File: config.mk
export PLATFORM = sky130hd
export DESIGN_NAME = cart_bus_master
export DESIGN_NICKNAME = d
export VERILOG_FILES = /design/src/rtl/cart_bus_master.sv
export SDC_FILE = /design/constraint.sdc
export NUM_CORES = 1
export LEC_CHECK = 0
export CORE_ASPECT_RATIO = 0.5
export CORE_UTILIZATION = 47
export DETAILED_ROUTE_END_ITERATION = 10
export PLACE_DENSITY_LB_ADDON = 0.08
export SYNTH_ARGS = -nofsm -noshare
export SYNTH_HDL_FRONTEND = slang
export SYNTH_SLANG_ARGS = --single-unit
File: constraint.sdc
create_clock -name clk -period 1.6 [get_ports clk]
set_input_delay 0.32 -clock clk [delete_from_list [all_inputs] [get_ports clk]]
set_output_delay 0.32 -clock clk [all_outputs]
set_load 0.02 [all_outputs]
File: src/rtl/cart_bus_master.sv
// Single-transaction sequencer for a bidirectional cartridge data bank with setup/strobe/hold/turnaround timing.
// Define CART_BUS_SYNC_EN to route from_port through a 2-flop synchroniser and stretch the strobe by 2 cycles.
module cart_bus_master #(
    parameter int DATA_W        = 8,
    parameter int SETUP_CYCLES  = 2,
    parameter int STROBE_CYCLES = 4,
    parameter int HOLD_CYCLES   = 1,
    parameter int TURN_CYCLES   = 2
) (
    input  logic              clk,
    input  logic              reset,
    input  logic              req_valid,
    output logic              req_ready,
    input  logic              req_write,
    input  logic [DATA_W-1:0] req_wdata,
    output logic              rsp_valid,
    output logic [DATA_W-1:0] rsp_rdata,
    output logic              dir_to_port,
    output logic [DATA_W-1:0] to_port,
    input  logic [DATA_W-1:0] from_port,
    output logic              strobe_n,
    output logic              busy
);

`ifdef CART_BUS_SYNC_EN
    localparam int STROBE_LEN = STROBE_CYCLES + 2;
`else
    localparam int STROBE_LEN = STROBE_CYCLES;
`endif
    localparam int MAX_A   = (SETUP_CYCLES > STROBE_LEN) ? SETUP_CYCLES : STROBE_LEN;
    localparam int MAX_B   = (HOLD_CYCLES > TURN_CYCLES) ? HOLD_CYCLES : TURN_CYCLES;
    localparam int MAX_CNT = (MAX_A > MAX_B) ? MAX_A : MAX_B;
    localparam int CNT_W   = $clog2(MAX_CNT + 1);

    if (SETUP_CYCLES < 1 || STROBE_CYCLES < 1 || HOLD_CYCLES < 1 || TURN_CYCLES < 1) begin : g_bad_param
        $error("cart_bus_master: all timing parameters must be >= 1");
    end

    typedef enum logic [2:0] {IDLE, SETUP, STROBE, HOLD, TURN} state_e;

    state_e              state_q, state_d;
    logic [CNT_W-1:0]    cnt_q, cnt_d;
    logic                wr_q, wr_d;
    logic [DATA_W-1:0]   wdata_q, wdata_d;
    logic                req_ready_q, req_ready_d;
    logic                busy_q, busy_d;
    logic                rsp_valid_q, rsp_valid_d;
    logic [DATA_W-1:0]   rsp_rdata_q, rsp_rdata_d;
    logic                dir_q, dir_d;
    logic [DATA_W-1:0]   to_port_q, to_port_d;
    logic                strobe_n_q, strobe_n_d;
    logic                last;
    logic [DATA_W-1:0]   cap_data;

`ifdef CART_BUS_SYNC_EN
    logic [DATA_W-1:0] sync1_q, sync2_q;

    always_ff @(posedge clk) begin
        if (reset) begin
            sync1_q <= '0;
            sync2_q <= '0;
        end else begin
            sync1_q <= from_port;
            sync2_q <= sync1_q;
        end
    end

    assign cap_data = sync2_q;
`else
    assign cap_data = from_port;
`endif

    always_comb begin
        state_d     = state_q;
        cnt_d       = cnt_q;
        wr_d        = wr_q;
        wdata_d     = wdata_q;
        rsp_valid_d = 1'b0;
        rsp_rdata_d = rsp_rdata_q;
        last        = (cnt_q == CNT_W'(1));

        unique case (state_q)
            IDLE: begin
                if (req_valid && req_ready_q) begin
                    state_d = SETUP;
                    cnt_d   = CNT_W'(SETUP_CYCLES);
                    wr_d    = req_write;
                    wdata_d = req_wdata;
                end
            end
            SETUP: begin
                cnt_d = cnt_q - CNT_W'(1);
                if (last) begin
                    state_d = STROBE;
                    cnt_d   = CNT_W'(STROBE_LEN);
                end
            end
            STROBE: begin
                cnt_d = cnt_q - CNT_W'(1);
                if (last) begin
                    state_d = HOLD;
                    cnt_d   = CNT_W'(HOLD_CYCLES);
                    if (!wr_q) rsp_rdata_d = cap_data;
                end
            end
            HOLD: begin
                cnt_d = cnt_q - CNT_W'(1);
                if (last) begin
                    rsp_valid_d = 1'b1;
                    if (wr_q) begin
                        state_d     = TURN;
                        cnt_d       = CNT_W'(TURN_CYCLES);
                        rsp_rdata_d = '0;
                    end else begin
                        state_d = IDLE;
                    end
                end
            end
            TURN: begin
                cnt_d = cnt_q - CNT_W'(1);
                if (last) state_d = IDLE;
            end
            default: state_d = IDLE;
        endcase

        // Outputs are decoded from the next state so every port comes straight off a flop.
        req_ready_d = (state_d == IDLE);
        busy_d      = (state_d != IDLE);
        strobe_n_d  = (state_d != STROBE);
        dir_d       = wr_d && (state_d == SETUP || state_d == STROBE || state_d == HOLD);
        to_port_d   = dir_d ? wdata_d : '0;
    end

    // NOTE: every flop updates with <= so all of them sample pre-edge values consistently.
    always_ff @(posedge clk) begin
        if (reset) begin
            state_q     <= IDLE;
            cnt_q       <= '0;
            wr_q        <= 1'b0;
            wdata_q     <= '0;
            req_ready_q <= 1'b1;
            busy_q      <= 1'b0;
            rsp_valid_q <= 1'b0;
            rsp_rdata_q <= '0;
            dir_q       <= 1'b0;
            to_port_q   <= '0;
            strobe_n_q  <= 1'b1;
        end else begin
            state_q     <= state_d;
            cnt_q       <= cnt_d;
            wr_q        <= wr_d;
            wdata_q     <= wdata_d;
            req_ready_q <= req_ready_d;
            busy_q      <= busy_d;
            rsp_valid_q <= rsp_valid_d;
            rsp_rdata_q <= rsp_rdata_d;
            dir_q       <= dir_d;
            to_port_q   <= to_port_d;
            strobe_n_q  <= strobe_n_d;
        end
    end

    assign req_ready   = req_ready_q;
    assign busy        = busy_q;
    assign rsp_valid   = rsp_valid_q;
    assign rsp_rdata   = rsp_rdata_q;
    assign dir_to_port = dir_q;
    assign to_port     = to_port_q;
    assign strobe_n    = strobe_n_q;

endmodule

======== Yosys cells after proc, flatten, opt, wreduce, memory -nomap -nowiden ========
Index checks and enable logic that the tools add are counted.
operators by class
  add/sub/neg operators ................... 1
  multipliers ............................. 0
  divide/modulo/power cells ............... 0
  $lt $le $gt $ge ......................... 0
  equal/unequal tests ..................... 14
  shift-type cells ........................ 0
  muxes and demuxes ....................... 23
  bitwise gates (word level) .............. 2
  reductions and logical operators ........ 13
operators by type and width
  cell                                                                     number
  8-bit two-way mux                                                        6
  3-bit two-way mux                                                        11
  3-bit case mux with 5 select lines                                       2
  8-bit case mux with 2 select lines                                       1
  3-bit by 2-bit equality test with 1-bit output, second input constant    4
  2-bit inequality test, second input constant                             5
  3-bit by 1-bit equality test with 1-bit output, second input constant    3
  3-bit zero test                                                          2
  5-bit AND reduction                                                      1
  5-bit nonzero test                                                       1
  2-bit OR reduction                                                       2
  3-bit equality test, second input constant                               1
  1-bit two-way mux                                                        3
  3-bit by 2-bit inequality test with 1-bit output, second input constant  1
  3-bit nonzero test                                                       1
  3-bit by 1-bit subtractor with 3-bit output, second input constant       1
  1-bit logical AND                                                        2
  1-bit logical OR                                                         2
  1-bit NOT                                                                2
  2-bit AND reduction                                                      1
  2-bit nonzero test                                                       1
word-level totals
  bits in registers ....................... 36
  bits in latches ......................... 0
  RAM bits ................................ 0
  ROM bits ................................ 0
  input port bits ......................... 20
  output and inout bits ................... 21
  memories ................................ 0

======== Depth between registers and ports, before layout ========
Gate-level depths: netlist of run 1.
  depth in word-level cells ............... 9
  mapped depth ............................ 7
  depth with buffers taken out ............ 6

======== Worst setup path after synthesis of run 1 ========
No wires, ideal clock.
  path type ............................... reg-to-reg
  start ................................... register req_ready_q (netlist: req_ready)
  end ..................................... register to_port_q[0] (netlist: to_port[0])
  setup time .............................. 0.059 ns
  arrival time ............................ 1.566 ns
  slack ................................... -0.026 ns
  cell stages (with the launch flop) ...... 6
  buffers on the path ..................... 1
  path through ............................ dfxtp_1 nand2_1 or4_1 buf_2 nor3b_4 a22o_1
on the way
  word-level cells in the longest chain between the ends .. 9
  elaborated cells between the ends (all ways) .. 15
  classes of those cells .................. 3 x eq/ne; 6 x mux; 1 x bitwise; 5 x reduce/logical
RTL lines
  item                                                                                                              RTL line  text
  start, declared                                                                                                   45        logic req_ready_q, req_ready_d;
  start signal, assigned                                                                                            153       req_ready_q <= req_ready_d;
  1-bit logical AND (*)                                                                                             84        if (req_valid && req_ready_q) begin
  3-bit two-way mux                                                                                                 84
  3-bit case mux with 5 select lines                                                                                82        unique case (state_q)
  3-bit by 1-bit equality test with 1-bit output or 3-bit by 2-bit equality test with 1-bit output (tied branches)  130       dir_d = wr_d && (state_d == SETUP || state_d == STROBE || state_d == HOLD);
  1-bit logical OR (2 in series)                                                                                    130
  1-bit logical AND                                                                                                 130
  1-bit NOT (no line)                                                                                               -
  2-bit OR reduction (no line)                                                                                      -
  end signal, assigned                                                                                              158       to_port_q <= to_port_d;
  end, declared                                                                                                     50        logic [DATA_W-1:0] to_port_q, to_port_d;
Every way passes the cells marked *; elsewhere a longest branch is shown, timed or not.
A chain may end at the register's enable or synchronous reset.

======== Worst setup path after layout of run 1 ========
  start ................................... register req_ready_q (netlist: req_ready)
  end ..................................... output req_ready
RTL lines
  item           RTL line  text
  end, declared  13        output logic req_ready,
No word-level cell between the ends.

==> results of run 1 <==
[state kept, by name, summed over array words and instances, names as in the netlist]
name	cells
state_q	3
dir_to_port	1
wdata_q	8
rsp_valid	1
rsp_rdata	8
cnt_q	3
strobe_n	1
req_ready	1
to_port	8
busy	1
wr_q	1
[cell families after synthesis]
| logic type | after synthesis |
|---|---|
| compound gates | 45 |
| xor+xnor | 2 |
| fa+ha+maj | 2 |
| buf+inv | 15 |
| flops | 36 |
| simple gates | 68 |
[power breakdown]
| group | total, mW | switching, mW | internal (mW) |
|---|---|---|---|
| clock | 0.880 | 0.330 | 0.550 |
| sequential | 0.985 | 0.0378 | 0.947 |
| combinational | 0.437 | 0.218 | 0.219 |
[routing by layer]
metal	part of all wire (%)	track usage, %
met1	45	31.0
met2	46	34.6
met3	8.3	8.79
met4	0.80	8.21
met5	0	0
[cells in the mapped netlist, types with 2 or more instances]
master                     number
sky130_fd_sc_hd__a21oi_1       22
sky130_fd_sc_hd__a22o_1         8
sky130_fd_sc_hd__a31oi_1        4
sky130_fd_sc_hd__clkbuf_1      10
sky130_fd_sc_hd__dfxtp_1       36
sky130_fd_sc_hd__ha_1           2
sky130_fd_sc_hd__inv_1          4
sky130_fd_sc_hd__nand2_1       31
sky130_fd_sc_hd__nand2b_1       2
sky130_fd_sc_hd__nand3_1        6
sky130_fd_sc_hd__nand4_1        8
sky130_fd_sc_hd__nor2_1         5
sky130_fd_sc_hd__nor2b_1        2
sky130_fd_sc_hd__nor3_1         2
sky130_fd_sc_hd__nor4bb_1       2
sky130_fd_sc_hd__o21ai_0        2
[metrics by stage]
step	std cells	setup WS (ns)	power, mW	hold slack [ns]
floorplan	168	0.0458	1.21	0.436
CTS	262	0.00992	2.27	0.456
finish	264	0.0474	2.30	0.455
global route	264	0.000925	2.40	0.476
global placement	254	-0.302	1.39	0.439
detailed placement	254	-0.341	1.40	0.446
[layout make-up]
cell class / instances / area, um^2
multi-input combinational: 118 / 759
fill: 174 / 543
inverter: 4 / 15.0
clock inverter: 1 / 30.0
tap: 37 / 46.3
clock buffer: 7 / 96.3
sequential: 36 / 722
timing repair buffer: 61 / 569
[path summary, 6_finish.rpt]
path,start,cells after the start,slack (ns),end
worst max-delay path,req_ready,1,0.05,req_ready
worst min-delay path,wdata_q[7],2,0.45,wdata_q[7]
worst max register to register,cnt_q[1],6,0.10,rsp_rdata[4]
worst min register to register,wdata_q[7],2,0.45,wdata_q[7]
[repair_timing]
action / 4_1_cts / 5_1_grt
gates resized for setup: 4 / 14
cloned: 0 / 2
setup endpoints to repair: 16 / 19
pin swaps: 1 / 3
endpoints found under the hold margin: 0 / 0
==> flow_metrics.py, run 1 <==
metrics = {
    "run_status": {
        "status": "completed",
    },
    "routing": {
        "post_drt_wl_per_cell_um": 14.6,
        "num_vias": 1480,
        "via_per_inst": 5.61,
        "post-route-drc-count": 0,
        "postRouteAntennaNets": 0,
        "drt-total-wl_um": 3850,
        "dr.first_iter.drc_count": 79,
        "drt_pre_antenna_iters": 5,
    },
    "global_routing": {
        "globalRouteOverflowTotal": 0,
        "grt_start_max_net_pins": 21,
        "initial_antenna_violation_count": 0,
        "globalRouteTotalUtil_pct": 23.4,
        "grt_pass1_wl_um": 5880,
        "grt_pass1_vias": 1261,
    },
    "critical_path": {
        "crit_path_cell_trace": "clkdlybuf4s50_1",
        "critPathMaxFanout": 3,
        "worstSetupPathType": "register to output port",
        "nature_of_the_critical_path_startpoint": "register",
        "critPathBufInv": 1,
        "cpMaxStageDelayCell": "sky130_fd_sc_hd__clkdlybuf4s50_1",
        "cp_delay_by_family_top": "buffers and inverters",
        "crit_required_ns": 1.28,
        "sort_of_element_at_the_end_of_the_critical_path": "output port",
        "worst-endpoint-arrival_ns": 1.23,
        "critical-path-max-stage-delay_ns": 0.60,
    },
    "yosys": {
        "synthTopCellsByArea": "sky130_fd_sc_hd__dfxtp_1 49%, sky130_fd_sc_hd__nand2_1 7.9%, sky130_fd_sc_hd__a21oi_1 7.5%",
        "dominantRegCellSynth": "sky130_fd_sc_hd__dfxtp_1",
        "parity_gate_share_of_the_synthesized_area_counting_xor_and_xnor_cells_pct": 1.19,
        "yosysTopAreaCellShare_pct": 49.0,
        "post_synth_inst_count": 168,
        "synth_area_in_compound_gates_pct": 19.7,
        "netlist_area_um2": 1470,
        "synth_seq_area_share_pct": 49.0,
        "yosys.area_share.adder_pct": 1.70,
        "main_combinational_cell_family_by_area_after_synthesis": "simple AND/OR/NAND/NOR gates",
        "synth.largest_area_cell": "sky130_fd_sc_hd__dfxtp_1",
        "number_of_enable_type_register_cells_in_the_synthesized_netlist": 0,
        "register_bit_count_reported_by_yosys": 36,
        "syn-num-nets": 190,
        "synth_simple_gate_area_share_pct": 24.4,
        "asyncSetResetFlopFracSynth_pct": 0,
        "muxShareOfSynthArea_pct": 0,
        "yosys_warnings": 0,
        "yosys.cell_types.count": 38,
        "synthesized_area_per_cell_um2": 8.75,
    },
    "clock_network": {
        "ctsRootBufferMaster": "sky130_fd_sc_hd__clkbuf_8",
        "hold_buffers": 0,
        "clk_latency_ns": 0.29,
        "cts_num_sinks": 36,
        "cts_setup_buffers": 0,
        "cts_max_path_buffers": 2,
        "number_of_buffers_created_by_cts": 5,
        "tritoncts": "yes",
        "htree_levels": 2,
        "clk_pin_slew_ns": 0.07,
    },
    "timing": {
        "relSlewSlack_pct": 73.3,
        "timing.final.hold_violations": 0,
        "period_needed_ns": 1.55,
        "setup_repair_after_global_routing_missed_its_margin": "false",
        "tightestPinTransition_ns": 0.400,
        "fin_setup_tns_ns": 0,
        "setup_violations": 0,
        "period_share_pct": 97.0,
        "max_freq_ghz": 0.644,
        "final.setup_skew_ns": 0.00871,
        "slew_viol_final": 0,
    },
    "finish": {
        "syn_to_final_growth_pct": 52.3,
        "most_common_cell_after_layout_fill_and_taps_aside": "sky130_fd_sc_hd__clkdlybuf4s50_1",
        "fin_area_um2": 2240,
        "n_antenna_cell": 0,
        "drive_above_1_share_pct": 18.9,
        "post-route-util_pct": 80.5,
        "most_used_cells_in_the_layout_excluding_fill_and_tap_cells": "39 x sky130_fd_sc_hd__clkdlybuf4s50_1, 35 x sky130_fd_sc_hd__dfxtp_1, 29 x sky130_fd_sc_hd__nand2_1",
        "num-nets-final": 248,
    },
    "floorplan": {
        "core_area_um2": 2780,
        "floorplan.die.height_um": 41.5,
        "ioPinCount": 41,
        "fp.dieArea_um2": 3370,
        "start_util_pct": 52.9,
        "die-width_um": 81.1,
        "rows": 13,
    },
    "power_and_ir_drop": {
        "worst_ir_drop_vdd_mv": 0.632,
        "power.leakage_nw": 0.846,
        "power_density_nw_per_um2": 1030,
    },
    "place": {
        "hpwlAfterDp_um": 2510,
        "gp_congestion": 0.841,
        "placedInstanceArea_um2": 2030,
        "portBuffers": 40,
    },
    "worst_hold_path": {
        "min_delay_path_class": "register to register",
    },
    "flow_run": {
        "maxCapViolations": 0,
    },
}
No activity file was read; power rests on OpenSTA's default activity.
==> run 2, diff against run 1 <==
CTS_CLUSTER_SIZE = 16   (was unset)
==> results of run 2 <==
No change in the layout: final DEF, timing and power equal those of run 1.
